## config.mk

```make
export PLATFORM = sky130hd
export DESIGN_NAME = instr_fetch_unit_flat
export DESIGN_NICKNAME = d
export VERILOG_FILES = /design/src/rtl/fetch_pkg.sv /design/src/rtl/instr_fetch_unit_if.sv /design/src/rtl/fetch_fifo.sv /design/src/rtl/instr_fetch_unit.sv /design/src/flat_wrapper.sv
export SDC_FILE = /design/constraint.sdc
export NUM_CORES = 1
export LEC_CHECK = 0
export CAP_MARGIN = 0
export CORE_MARGIN = 4
export CORE_UTILIZATION = 47
export DETAILED_ROUTE_END_ITERATION = 10
export PLACE_DENSITY = 0.66
export RECOVER_POWER = 50
export SETUP_SLACK_MARGIN = 0.5
export SLEW_MARGIN = 5
export SYNTH_ARGS = -nofsm -noshare
export SYNTH_HDL_FRONTEND = slang
export SYNTH_SLANG_ARGS = --single-unit
```

## constraint.sdc

```tcl
create_clock -name clock -period 5.7 [get_ports clock]
set_clock_uncertainty 0.05 [all_clocks]
set_input_delay 0.57 -clock clock [delete_from_list [all_inputs] [get_ports clock]]
set_output_delay 0.57 -clock clock [all_outputs]
set_load 0.02 [all_outputs]
```

## src/rtl/fetch_pkg.sv

```systemverilog
// Shared types and default constants for the instruction fetch front end.
package fetch_pkg;

  localparam int          FETCH_ADDR_WIDTH   = 16;
  localparam int          FETCH_INSTR_WIDTH  = 32;
  localparam int          FETCH_DEPTH        = 4;
  localparam int unsigned FETCH_RESET_VECTOR = 0;
  localparam int unsigned FETCH_PC_STEP      = 1;

  typedef enum logic [0:0] {
    RUN    = 1'b0,
    HALTED = 1'b1
  } fetch_state_t;

  // Buffer entry at the default widths; the top passes its own sized copy to the FIFO.
  typedef struct packed {
    logic [FETCH_ADDR_WIDTH-1:0]  pc;
    logic [FETCH_INSTR_WIDTH-1:0] instr;
  } fetch_entry_t;

endpackage

```

## src/rtl/instr_fetch_unit_if.sv

```systemverilog
// ROM, redirect/halt and core-handshake signals of the fetch unit.
interface instr_fetch_unit_if #(
  parameter int ADDR_WIDTH  = 16,
  parameter int INSTR_WIDTH = 32,
  parameter int DEPTH       = 4
) ();
  logic [ADDR_WIDTH-1:0]        rom_address;
  logic [INSTR_WIDTH-1:0]       rom_data;
  logic                         branch_taken;
  logic [ADDR_WIDTH-1:0]        branch_target;
  logic                         halt;
  logic                         instr_valid;
  logic                         instr_ready;
  logic [INSTR_WIDTH-1:0]       instruction;
  logic [ADDR_WIDTH-1:0]        instr_pc;
  logic [$clog2(DEPTH+1)-1:0]   occupancy;
  logic                         halted;

  // Fetch unit side.
  modport master (
    output rom_address, input rom_data,
    input  branch_taken, input branch_target, input halt,
    output instr_valid, input instr_ready, output instruction, output instr_pc,
    output occupancy, output halted
  );

  // ROM / core side.
  modport slave (
    input  rom_address, output rom_data,
    output branch_taken, output branch_target, output halt,
    input  instr_valid, output instr_ready, input instruction, input instr_pc,
    input  occupancy, input halted
  );
endinterface

```

## src/rtl/fetch_fifo.sv

```systemverilog
// Ordered fetch buffer: wrap-around pointers with an extra lap bit, flush beats push.
module fetch_fifo
  import fetch_pkg::*;
#(
  parameter int  DEPTH = FETCH_DEPTH,
  parameter type T     = fetch_entry_t
) (
  input  logic                       clock,
  input  logic                       reset,
  input  logic                       i_push,
  input  logic                       i_pop,
  input  logic                       i_flush,
  input  T                           i_data,
  output T                           o_head,
  output logic [$clog2(DEPTH+1)-1:0] o_count,
  output logic                       o_full,
  output logic                       o_empty
);
  localparam int PW = $clog2(DEPTH);

  logic [PW:0] r_wr_ptr;
  logic [PW:0] r_rd_ptr;
  T            r_mem [DEPTH];

  assign o_count = r_wr_ptr - r_rd_ptr;
  assign o_empty = (r_wr_ptr == r_rd_ptr);
  assign o_full  = (r_wr_ptr[PW] != r_rd_ptr[PW]) && (r_wr_ptr[PW-1:0] == r_rd_ptr[PW-1:0]);
  assign o_head  = r_mem[r_rd_ptr[PW-1:0]];

  // Pointer and storage update; storage is cleared on reset so the head reads zero.
  always_ff @(posedge clock or negedge reset) begin
    if (!reset) begin
      r_wr_ptr <= '0;
      r_rd_ptr <= '0;
      for (int i = 0; i < DEPTH; i++) r_mem[i] <= '0;
    end else if (i_flush) begin
      r_wr_ptr <= '0;
      r_rd_ptr <= '0;
    end else begin
      if (i_push) begin
        r_mem[r_wr_ptr[PW-1:0]] <= i_data;
        r_wr_ptr                <= r_wr_ptr + 1'b1;
      end
      if (i_pop) r_rd_ptr <= r_rd_ptr + 1'b1;
    end
  end
endmodule

```

## src/rtl/instr_fetch_unit.sv

```systemverilog
// Fetch front end: PC register, RUN/HALTED FSM and buffer control ahead of the core.
//   state  | meaning
//   RUN    | fetching one word per cycle when the buffer has room
//   HALTED | PC frozen, buffer still drains; leave via redirect without halt
module instr_fetch_unit
  import fetch_pkg::*;
#(
  parameter int          ADDR_WIDTH   = FETCH_ADDR_WIDTH,
  parameter int          INSTR_WIDTH  = FETCH_INSTR_WIDTH,
  parameter int          DEPTH        = FETCH_DEPTH,
  parameter int unsigned RESET_VECTOR = FETCH_RESET_VECTOR,
  parameter int unsigned PC_STEP      = FETCH_PC_STEP
) (
  input logic               clock,
  input logic               reset,
  instr_fetch_unit_if.master bus
);
  typedef struct packed {
    logic [ADDR_WIDTH-1:0]  pc;
    logic [INSTR_WIDTH-1:0] instr;
  } entry_t;

  fetch_state_t          r_state;
  logic [ADDR_WIDTH-1:0] r_pc;
  logic                  w_push;
  logic                  w_pop;
  logic                  w_full;
  logic                  w_empty;
  entry_t                w_wr_entry;
  entry_t                w_head;

  assign w_pop      = !w_empty && bus.instr_ready;
  assign w_push     = (r_state == RUN) && !bus.branch_taken && (!w_full || w_pop);
  assign w_wr_entry = '{pc: r_pc, instr: bus.rom_data};

  fetch_fifo #(
    .DEPTH (DEPTH),
    .T     (entry_t)
  ) u_fifo (
    .clock   (clock),
    .reset   (reset),
    .i_push  (w_push),
    .i_pop   (w_pop),
    .i_flush (bus.branch_taken),
    .i_data  (w_wr_entry),
    .o_head  (w_head),
    .o_count (bus.occupancy),
    .o_full  (w_full),
    .o_empty (w_empty)
  );

  assign bus.rom_address = r_pc;
  assign bus.instr_valid = !w_empty;
  assign bus.instruction = w_head.instr;
  assign bus.instr_pc    = w_head.pc;
  assign bus.halted      = (r_state == HALTED);

  // PC and FSM: redirect overrides everything, halt still lets this cycle's push happen.
  always_ff @(posedge clock or negedge reset) begin
    if (!reset) begin
      r_pc    <= ADDR_WIDTH'(RESET_VECTOR);
      r_state <= RUN;
    end else if (bus.branch_taken) begin
      r_pc    <= bus.branch_target;
      r_state <= bus.halt ? HALTED : RUN;
    end else begin
      if (w_push)   r_pc    <= r_pc + ADDR_WIDTH'(PC_STEP);
      if (bus.halt) r_state <= HALTED;
    end
  end
endmodule

```

## src/flat_wrapper.sv

```systemverilog
// flat-port wrapper written by rule: the top's interface ports become plain ports
module instr_fetch_unit_flat import fetch_pkg::*;
#(
  parameter int          ADDR_WIDTH   = FETCH_ADDR_WIDTH,
  parameter int          INSTR_WIDTH  = FETCH_INSTR_WIDTH,
  parameter int          DEPTH        = FETCH_DEPTH,
  parameter int unsigned RESET_VECTOR = FETCH_RESET_VECTOR,
  parameter int unsigned PC_STEP      = FETCH_PC_STEP
)
  (clock, reset, bus_rom_address, bus_rom_data, bus_branch_taken, bus_branch_target, bus_halt, bus_instr_valid, bus_instr_ready, bus_instruction, bus_instr_pc, bus_occupancy, bus_halted);
  instr_fetch_unit_if #(.ADDR_WIDTH(ADDR_WIDTH), .INSTR_WIDTH(INSTR_WIDTH), .DEPTH(DEPTH)) bus_i ();
  input logic clock;
  input logic reset;
  output wire logic [$bits(bus_i.rom_address)-1:0] bus_rom_address;
  input wire logic [$bits(bus_i.rom_data)-1:0] bus_rom_data;
  input wire logic [$bits(bus_i.branch_taken)-1:0] bus_branch_taken;
  input wire logic [$bits(bus_i.branch_target)-1:0] bus_branch_target;
  input wire logic [$bits(bus_i.halt)-1:0] bus_halt;
  output wire logic [$bits(bus_i.instr_valid)-1:0] bus_instr_valid;
  input wire logic [$bits(bus_i.instr_ready)-1:0] bus_instr_ready;
  output wire logic [$bits(bus_i.instruction)-1:0] bus_instruction;
  output wire logic [$bits(bus_i.instr_pc)-1:0] bus_instr_pc;
  output wire logic [$bits(bus_i.occupancy)-1:0] bus_occupancy;
  output wire logic [$bits(bus_i.halted)-1:0] bus_halted;
  assign bus_rom_address = bus_i.rom_address;
  assign bus_i.rom_data = bus_rom_data;
  assign bus_i.branch_taken = bus_branch_taken;
  assign bus_i.branch_target = bus_branch_target;
  assign bus_i.halt = bus_halt;
  assign bus_instr_valid = bus_i.instr_valid;
  assign bus_i.instr_ready = bus_instr_ready;
  assign bus_instruction = bus_i.instruction;
  assign bus_instr_pc = bus_i.instr_pc;
  assign bus_occupancy = bus_i.occupancy;
  assign bus_halted = bus_i.halted;
  instr_fetch_unit #(.ADDR_WIDTH(ADDR_WIDTH), .INSTR_WIDTH(INSTR_WIDTH), .DEPTH(DEPTH), .RESET_VECTOR(RESET_VECTOR), .PC_STEP(PC_STEP)) u_core (.clock(clock), .reset(reset), .bus(bus_i));
endmodule
```

==> results of run 1 <==
[cells by family (layout without fill, tap and decap cells)]
kind of cell	after synthesis	in the layout
muxes	242	242
DFF	215	215
and+or+nand+nor	54	54
buffers and inverters	51	186
AOI/OAI and AO/OA	38	38
xor gates and xnor gates	13	13
adders and majority gates	9	9
other	0	1
[cell usage in the layout (no fill, tap or decap), drive strengths merged, types with 6 or more instances in the layout]
cell type      instances
inv                    8
xor2                   9
mux4                  48
nand3                  6
dfrtp                215
dlygate4sd3           17
clkdlybuf4s50        103
clkbuf                42
mux2                 192
ha                     8
a31oi                  7
nand2                 13
buf                   11
o21ai                 13
nor2                  13
[metal layers]
| layer | GRT usage, % | routed length [um] | up-vias |
|---|---|---|---|
| li1 | - | - | 2543 |
| met1 | 27.21 | 10070 | 3062 |
| met2 | 31.41 | 11010 | 150 |
| met3 | 3.945 | 1132 | 48 |
| met4 | 4.920 | 560 | 4 |
| met5 | 0 | 33 | - |
[state kept, by name, indices dropped and copies added (netlist names)]
signal                  flops
u_core.u_fifo.r_mem       192
u_core.bus.rom_address     16
u_core.u_fifo.r_rd_ptr      3
u_core.u_fifo.r_wr_ptr      3
u_core.bus.halted           1
[cell type report]
type	count	area, um2	share of cell area, %
Clock inverter	5	50.05	0.4077
Multi-Input combinational cell	356	4399	35.84
Antenna cell	1	2.502	0.02039
Sequential cell	215	5384	43.86
Timing Repair Buffer	134	1306	10.64
Clock buffer	39	758.2	6.177
Inverter	8	30.03	0.2446
Tap cell	275	344.1	2.803
[stage by stage]
stage / instances / hold WS, ns / instance area, um2 / utilization [%]
after floorplan: 622 / 0.2244 / 10060 / -
after global placement: 988 / 0.4333 / 11470 / 54.59
after detailed placement: 988 / 0.4409 / 11470 / 54.59
after CTS: 1032 / 0.02516 / 12280 / 58.43
after global routing: 1033 / 0.04499 / 12270 / 58.39
final: 1033 / 0.01183 / 12270 / 58.39
[worst min-delay path by stage]
stage	slack (ns)	end	start	cells after the start
4_1_cts	0.03	u_core.u_fifo.r_mem[181]	reset	1
3_5_place_dp	0.44	u_core.u_fifo.r_mem[1]	u_core.u_fifo.r_mem[1]	1
6_report	0.01	u_core.u_fifo.r_mem[184]	reset	1
5_1_grt	0.04	u_core.u_fifo.r_mem[184]	reset	1
2_1_floorplan	0.22	u_core.bus.halted	reset	0
3_3_place_gp	0.43	u_core.u_fifo.r_mem[11]	u_core.u_fifo.r_mem[11]	1
[power by group]
part           internal (W)  switching, W
Combinational      0.000959      0.000627
Clock              0.000950      0.000599
Sequential          0.00191      0.000278
Total               0.00382       0.00150
==> results.cfg, run 1 <==
[run_status]
status = complete, but fails checks
violations = max-capacitance violations, max-slew violations

[logic_synthesis]
ys_top_cells_by_count = dfrtp_1 (215), mux2_2 (112), mux2_4 (80)
postSynthCellCount = 622
synth_area_per_cell_um2 = 16.17
synth_compound_area_share_pct = 2.613
synth_area_um2 = 10060
ys_ff_latch = 215
synth.most_common_cell = dfrtp_1
post_synth_mux_area_share_pct = 35.43
ys_async_sr_fraction_pct = 100.0
synth_top_family_by_area = multiplexers
synthAdderAreaFrac_pct = 1.194
synth-simple-area-share_pct = 3.085
synth_area_leader_cell = dfrtp_1
syn-num-nets = 684
yosysSeqAreaShare_pct = 53.50
synth_top_area_share_pct = 53.50
synth_top_flop_cell = dfrtp_1
synth_edf_count = 0
synth_warnings = 0
yosysUniqueCellTypes = 43
netlist_top_cells_area = dfrtp_1 (53%), mux2_2 (13%), mux2_4 (12%)
synth_xor_area_share_pct = 1.207

[timing]
finalMaxSlewViolations = 112
max_slew_margin_pct = -31.39
max_freq_ghz = 0.2556
layout_setup_ws_ns = 1.788
tightest_slew_ns = 1.971
final.setup.tns_ns = 0
layout_worst_path_cycle_share_pct = 68.63
finalHoldViolations = 0
setup_violations = 0
rsz0062_at_grt = no
finalCriticalPeriod_ns = 3.912

[critical_path]
critPathMaxFanout = 27
worstPathCellList = buf_4 -> mux4_2 -> clkdlybuf4s50_1
slowest_stage = dfrtp_1
critical_path_buf_inv_count = 2
r2r-start = u_core.u_fifo.r_rd_ptr[1]
cp-startpoint = u_core.u_fifo.r_rd_ptr[1]
reg2reg_to = u_core.u_fifo.r_mem[145]
worstPathArrival_ns = 3.29
crit_family = flip-flops
reg2reg_slack_ns = 1.93
required_ns = 5.08
start_kind = register
cp-end-kind = output pin
critPathKind = reg -> out
cp_slowest_stage_delay_ns = 1.26
reg2reg_depth = 7
endpoint = bus_instr_pc[7]
crit_cells = 3

[clocking]
clock_latency_ns = 0.51
cts_hold_buf = 0
htreeDepth = 1
clk_path_buf_depth = 3
cts_buffers = 24
cts_sinks = 215
cts_setup_buffers = 0
cts_resized = 0
clkTransAtPathRegs_ns = 0.06
cts_root_buf = clkbuf_16
cts_tree = done

[power]
power_density_nw_per_um2 = 433.7
total_leakage_power_nw = 5.294
peakVddDrop_v = 0.0002485
p_total_w = 0.005323

[floorplan]
die_h_um = 154.3
dieArea_um2 = 23800
core_um2 = 21020
core.rowCount = 53
start_util_pct = 47.84
num_io_pins = 122
die_w_um = 154.3

[routing]
drt-total-wl_mm = 22.80
drt_first_pass_iters = 5
drtIter0Drc = 334
drtAntennaViolNets = 0
vias = 5807
drc = 0
avgRoutedWirePerCell_um = 22.08
via_per_inst = 5.621

[final_layout]
fin_nets = 801
drive_above_1_share_pct = 39.37
syn_to_final_growth_pct = 22.05
n_fill_cell = 1579

[worst_hold_path]
hp-class = in -> async

[place]
port_buffers = 121
hpwlAfterDp_mm = 14.80
pre_cts_slack_ns = 2.523
gp_congestion = 0.7597

[flow_run]
cap_viol_max_count = 2

[global_route]
antenna_found_initial = 3
grt_usage_pct = 19.42
grt_overflow = 0
grt_pass1_vias = 6602
grt_pass1_wl_mm = 37.14
grt_max_degree = 81
(Power assumes the default switching activity.)
==> inputs of run 2 (changes only) <==
--- a/config.mk
+++ b/config.mk
@@ -9,7 +9,7 @@
 export CORE_MARGIN = 4
 export CORE_UTILIZATION = 47
 export DETAILED_ROUTE_END_ITERATION = 10
-export PLACE_DENSITY = 0.66
+export PLACE_DENSITY = 0.69
 export RECOVER_POWER = 50
 export SETUP_SLACK_MARGIN = 0.5
 export SLEW_MARGIN = 5
==> constraint.sdc (replaced) <==
create_clock -name clock -period 3.52 [get_ports clock]
set_clock_uncertainty 0.05 [all_clocks]
set_input_delay 0.352 -clock clock [delete_from_list [all_inputs] [get_ports clock]]
set_output_delay 0.352 -clock clock [all_outputs]
set_load 0.02 [all_outputs]
==> run 2 against run 1 <==
The run now ends clean; first-iteration DRC count down 29%; largest cell class unchanged; sequential share of layout area fell by 0.58 points; sequential power grew 58%.
==> results.cfg, run 2 (same netlist as run 1, synthesis figures left out) <==
[timing]
max_slew_margin_pct = 5.529
fin_hold_ws_ns = 0.3707
finalCriticalPeriod_ns = 2.949
finalMaxSlewViolations = 0
max_freq_ghz = 0.3391
layout_worst_path_cycle_share_pct = 83.78
final.setup.tns_ns = 0
finalHoldViolations = 0
setup_violations = 0
rsz0062_at_grt = no
tightest_slew_ns = 1.417

[final_layout]
largest_register = u_core.u_fifo.r_mem
final_common_cell = dfrtp_1
final_cell_mix = dfrtp_1 (213), mux2_2 (112), clkdlybuf4s50_1 (102)
fin_nets = 806
syn_to_final_growth_pct = 23.70
multi_input_area_um2 = 4399
n_fill_cell = 1586
drive_above_1_share_pct = 40.16
largest_reg_flops = 192
final_cells = 1038
regArea_um2 = 5385

[clocking]
cts_setup_buffers = 0
clock_latency_ns = 0.50
cts_buffers = 24
clk_path_buf_depth = 3
cts_sinks = 215
clkTransAtPathRegs_ns = 0.06
cts_root_buf = clkbuf_16
htreeDepth = 1
cts_tree = done

[routing]
avgRoutedWirePerCell_um = 21.81
drtAntennaViolNets = 0
drt_first_pass_iters = 5
drt-total-wl_mm = 22.64
drc = 0
via_per_inst = 5.592
drtIter0Drc = 236
vias = 5804

[power]
peakVddDrop_v = 0.0004304
switchingPower_w = 0.002453
total_leakage_power_nw = 5.353
p_clk_share_pct = 30.6
power_switching_share_pct = 27.79
p_comb_share_pct = 30.1
seqPwrFrac_pct = 39.3
power_density_nw_per_um2 = 709.6
intPower_w = 0.006375

[place]
hpwlAfterDp_mm = 14.64
port_buffers = 121
gp_congestion = 0.7781
dp_cells = 992

[global_route]
grt_overflow = 0
antenna_found_initial = 1
grt_pass1_wl_mm = 37.15
grt_usage_pct = 19.24
grt_pass1_vias = 6664
grt_max_degree = 117

[flow_run]
cap_viol_max_count = 0

[critical_path]
required_ns = 3.12
cp_slowest_stage_delay_ns = 0.65
cp-end-kind = output pin
crit_family = buffers and inverters
worstPathArrival_ns = 2.55
critical_path_buf_inv_count = 2
critPathKind = reg -> out
worstPathCellList = buf_8 -> fa_1 -> xnor2_1 -> clkdlybuf4s50_1
start_kind = register
critPathMaxFanout = 51
slowest_stage = clkdlybuf4s50_1

[worst_hold_path]
hp-class = in -> reg

[floorplan]
die_w_um = 154.3
core_um2 = 21020
start_util_pct = 47.84
die_h_um = 154.3
dieArea_um2 = 23800
num_io_pins = 122
core.rowCount = 53

[run_status]
status = finished, final reports clean
-- run 2: what timing repair did --
action / CTS / global route
hold endpoints to repair: 109 / 0
gates resized for setup: 2 / 0
endpoints found under the setup margin: 2 / 0
hold buffers: 1 / 0
-- run 2: power by group through the flow --
stage	combinational [W]	clock (W)	sequential [W]
floorplan	0.00176	0	0.00337
global placement	0.00264	0	0.00344
detailed placement	0.00270	0	0.00351
CTS	0.00271	0.00275	0.00347
global route	0.00283	0.00286	0.00355
finish	0.00265	0.00270	0.00347
-- run 2: metal layers --
metal  routed length (um)  GRT usage (%)
met4                  389          3.869
met5                    0              0
met1                10040          26.25
met2                11080          32.51
met3                 1137          3.777
-- run 2: worst register-to-register path: stages, from the launching register on --
cell and delay (ns):
dfrtp_1 0.40, inv_1 0.15, ha_1 0.30, nand3b_1 0.36, o21ai_4 0.21, nor3b_4 0.50, buf_12 0.37, mux2_2 0.42
-- run 2: cell type report --
type / instances / share of cell area, %
clock buffers: 33 / 5.753
inverters: 8 / 0.2414
multi-input cells: 356 / 35.36
repair buffers: 139 / 11.25
clock inverters: 11 / 1.318
flip-flops and latches: 215 / 43.29
well taps: 275 / 2.766
diodes: 1 / 0.02011
-- run 2: per-stage QoR --
step	util [%]	setup WS [ns]	total power [W]	area, um2
2_1_floorplan	-	0.8996	0.005131	10060
3_3_place_gp	55.03	0.7728	0.006088	11570
3_5_place_dp	55.03	0.7493	0.006206	11570
4_1_cts	59.29	0.5453	0.008937	12460
5_1_grt	59.17	0.3916	0.009239	12440
6_report	59.18	0.5709	0.008828	12440
-- run 2: path summary, 6_finish.rpt --
check / cells past startpoint / startpoint / to / slack [ns]
worst max-delay path: 4 / u_core.u_fifo.r_rd_ptr[1] / bus_occupancy[2] / 0.57
worst min-delay path: 2 / bus_halt / u_core.bus.halted / 0.37
worst max register to register: 7 / u_core.u_fifo.r_wr_ptr[0] / u_core.u_fifo.r_mem[100] / 0.64
worst min register to register: 1 / u_core.u_fifo.r_mem[52] / u_core.u_fifo.r_mem[52] / 0.45
max in group asynchronous: 3 / reset / u_core.u_fifo.r_rd_ptr[0] / 0.92
min in group asynchronous: 2 / reset / u_core.u_fifo.r_mem[157] / 0.50
==> inputs of run 3 (changes only) <==
--- a/config.mk
+++ b/config.mk
@@ -9,7 +9,7 @@
 export CORE_MARGIN = 4
 export CORE_UTILIZATION = 47
 export DETAILED_ROUTE_END_ITERATION = 10
-export PLACE_DENSITY = 0.69
+export PLACE_DENSITY = 0.66
 export RECOVER_POWER = 50
 export SETUP_SLACK_MARGIN = 0.5
 export SLEW_MARGIN = 5
==> constraint.sdc (replaced) <==
create_clock -name clock -period 2.9 [get_ports clock]
set_clock_uncertainty 0.05 [all_clocks]
set_input_delay 0.29 -clock clock [delete_from_list [all_inputs] [get_ports clock]]
set_output_delay 0.29 -clock clock [all_outputs]
set_load 0.02 [all_outputs]
==> run 3 against run 2 <==
Global-route usage grew 0.76 points; via count rose by 2.2%; critical path depth up 4; sequential share of layout area fell by 0.93 points; core utilization rose by 1.3 points; flip-flop and latch count stayed put; clock power grew 27%; combinational power grew 23%; final cell count increased by 2.5%.
==> results.cfg, run 3 (same netlist as run 1, synthesis figures left out) <==
[timing]
final.setup.tns_ns = 0
layout_worst_path_cycle_share_pct = 84.41
tightest_slew_ns = 1.254
finalHoldViolations = 0
max_freq_ghz = 0.4085
layout_setup_ws_ns = 0.4522
fin_hold_ws_ns = 0.2989
rsz0062_at_grt = yes
finalCriticalPeriod_ns = 2.448
max_slew_margin_pct = 16.42
setup_violations = 0
finalMaxSlewViolations = 0

[routing]
avgRoutedWirePerCell_um = 23.07
drtIter0Drc = 278
drtAntennaViolNets = 0
drc = 0
vias = 5929
drt_first_pass_iters = 4
via_per_inst = 5.572
drt-total-wl_mm = 24.55

[final_layout]
final_common_cell = dfrtp_1
final_cell_mix = dfrtp_1 (213), mux2_2 (112), mux2_4 (80)
largest_register = u_core.u_fifo.r_mem
n_fill_cell = 1542
largest_reg_flops = 192
fin_nets = 832
finalInstanceArea_um2 = 12710
drive_above_1_share_pct = 48.98
regArea_um2 = 5385
syn_to_final_growth_pct = 26.41
final_cells = 1064
multi_input_area_um2 = 4428

[place]
placed_area_um2 = 11590
pre_cts_slack_ns = 0.3810
dp_cells = 994
port_buffers = 121
gp_congestion = 0.8065
hpwlAfterDp_mm = 14.43

[global_route]
grt_pass1_vias = 6582
grt_pass1_wl_mm = 37.76
grt_max_degree = 91
grt_usage_pct = 20.01
antenna_found_initial = 1
grt_overflow = 0

[critical_path]
slowest_stage = dfrtp_4
worstPathCellList = buf_8 -> ha_1 -> nand3b_4 -> o21ai_4 -> nor3b_4 -> buf_12 -> buf_12 -> mux2_4
critPathKind = reg -> reg
critical_path_buf_inv_count = 3
cp_slowest_stage_delay_ns = 0.49
crit_family = flip-flops
critPathMaxFanout = 18
crit_top_cell = buf_12
worstPathArrival_ns = 2.79
reg2reg_depth = 8
crit_cells = 8
start_kind = register
cp-end-kind = register
required_ns = 3.24

[floorplan]
die_h_um = 154.3
num_io_pins = 122
die_w_um = 154.3
dieArea_um2 = 23800
core_um2 = 21020
start_util_pct = 47.84
core.rowCount = 53

[power]
power_density_nw_per_um2 = 857.0
total_leakage_power_nw = 5.622
peakVddDrop_v = 0.0004435

[clocking]
clk_path_buf_depth = 3
cts_buffers = 24
clkTransAtPathRegs_ns = 0.06
cts_sinks = 215
cts_tree = done
cts_root_buf = clkbuf_16
clock_latency_ns = 0.51
htreeDepth = 1

[run_status]
status = finished, final reports clean

[worst_hold_path]
whs_path_depth = 2
hp-class = in -> reg

[flow_run]
cap_viol_max_count = 0
==> run 3: what timing repair did <==
item	4_1_cts	5_1_grt
hold buffers	1	0
endpoints found under the setup margin	107	249
buffers inserted	4	11
resized for setup	77	110
pin swaps	5	3
cloned	3	6
hold endpoints to repair	86	0
==> run 3: final cells by class <==
cell class              count  area share, %
flip-flops and latches    215          42.36
clock inverters            13          1.712
clock buffers              31          5.492
inverters                   8         0.2362
repair buffers            165          12.65
multi-input cells         356          34.83
well taps                 275          2.706
diodes                      1        0.01968
==> run 3: report_power, final <==
group	switching, W	leakage [nW]	internal, W
sequential	0.000449	2.72	0.00375
clock	0.00121	0.454	0.00223
combinational	0.00143	2.44	0.00182
==> run 3: worst paths after layout <==
check | start | slack, ns | end
worst max-delay path | u_core.u_fifo.r_rd_ptr[0] | 0.45 | u_core.u_fifo.r_mem[173]
max in group asynchronous | reset | 0.82 | u_core.bus.rom_address[13]
min in group asynchronous | reset | 0.33 | u_core.u_fifo.r_mem[65]
worst max register to register | u_core.u_fifo.r_rd_ptr[0] | 0.45 | u_core.u_fifo.r_mem[173]
worst min-delay path | bus_halt | 0.30 | u_core.bus.halted
worst min register to register | u_core.u_fifo.r_mem[79] | 0.45 | u_core.u_fifo.r_mem[79]
==> run 3: metrics by stage <==
stage | utilization [%] | power [W]
5_1_grt | 60.47 | 0.01141
3_3_place_gp | 55.14 | 0.007398
2_1_floorplan | - | 0.006234
6_report | 60.48 | 0.01089
3_5_place_dp | 55.14 | 0.007513
4_1_cts | 60.06 | 0.01091
==> run 3: worst register-to-register path, delay by kind of cell (launching register included) <==
| family | cells | cell delay [ns] |
|---|---|---|
| multiplexers | 1 | 0.33 |
| flip-flops | 1 | 0.49 |
| AND/OR/NAND/NOR | 2 | 0.25 |
| adder cells (fa/ha/maj) | 1 | 0.38 |
| AO/OA/AOI/OAI | 1 | 0.35 |
| buffers and inverters | 3 | 0.49 |
==> run 3: routing by layer <==
metal  up-vias  global-route usage [%]  share of wire (%)
li1       2616                       -                  -
met1      3161                   26.92                 43
met2       122                   33.42                 50
met3        30                   4.029                4.8
met4         0                   5.425                2.0
met5         -                       0                  0
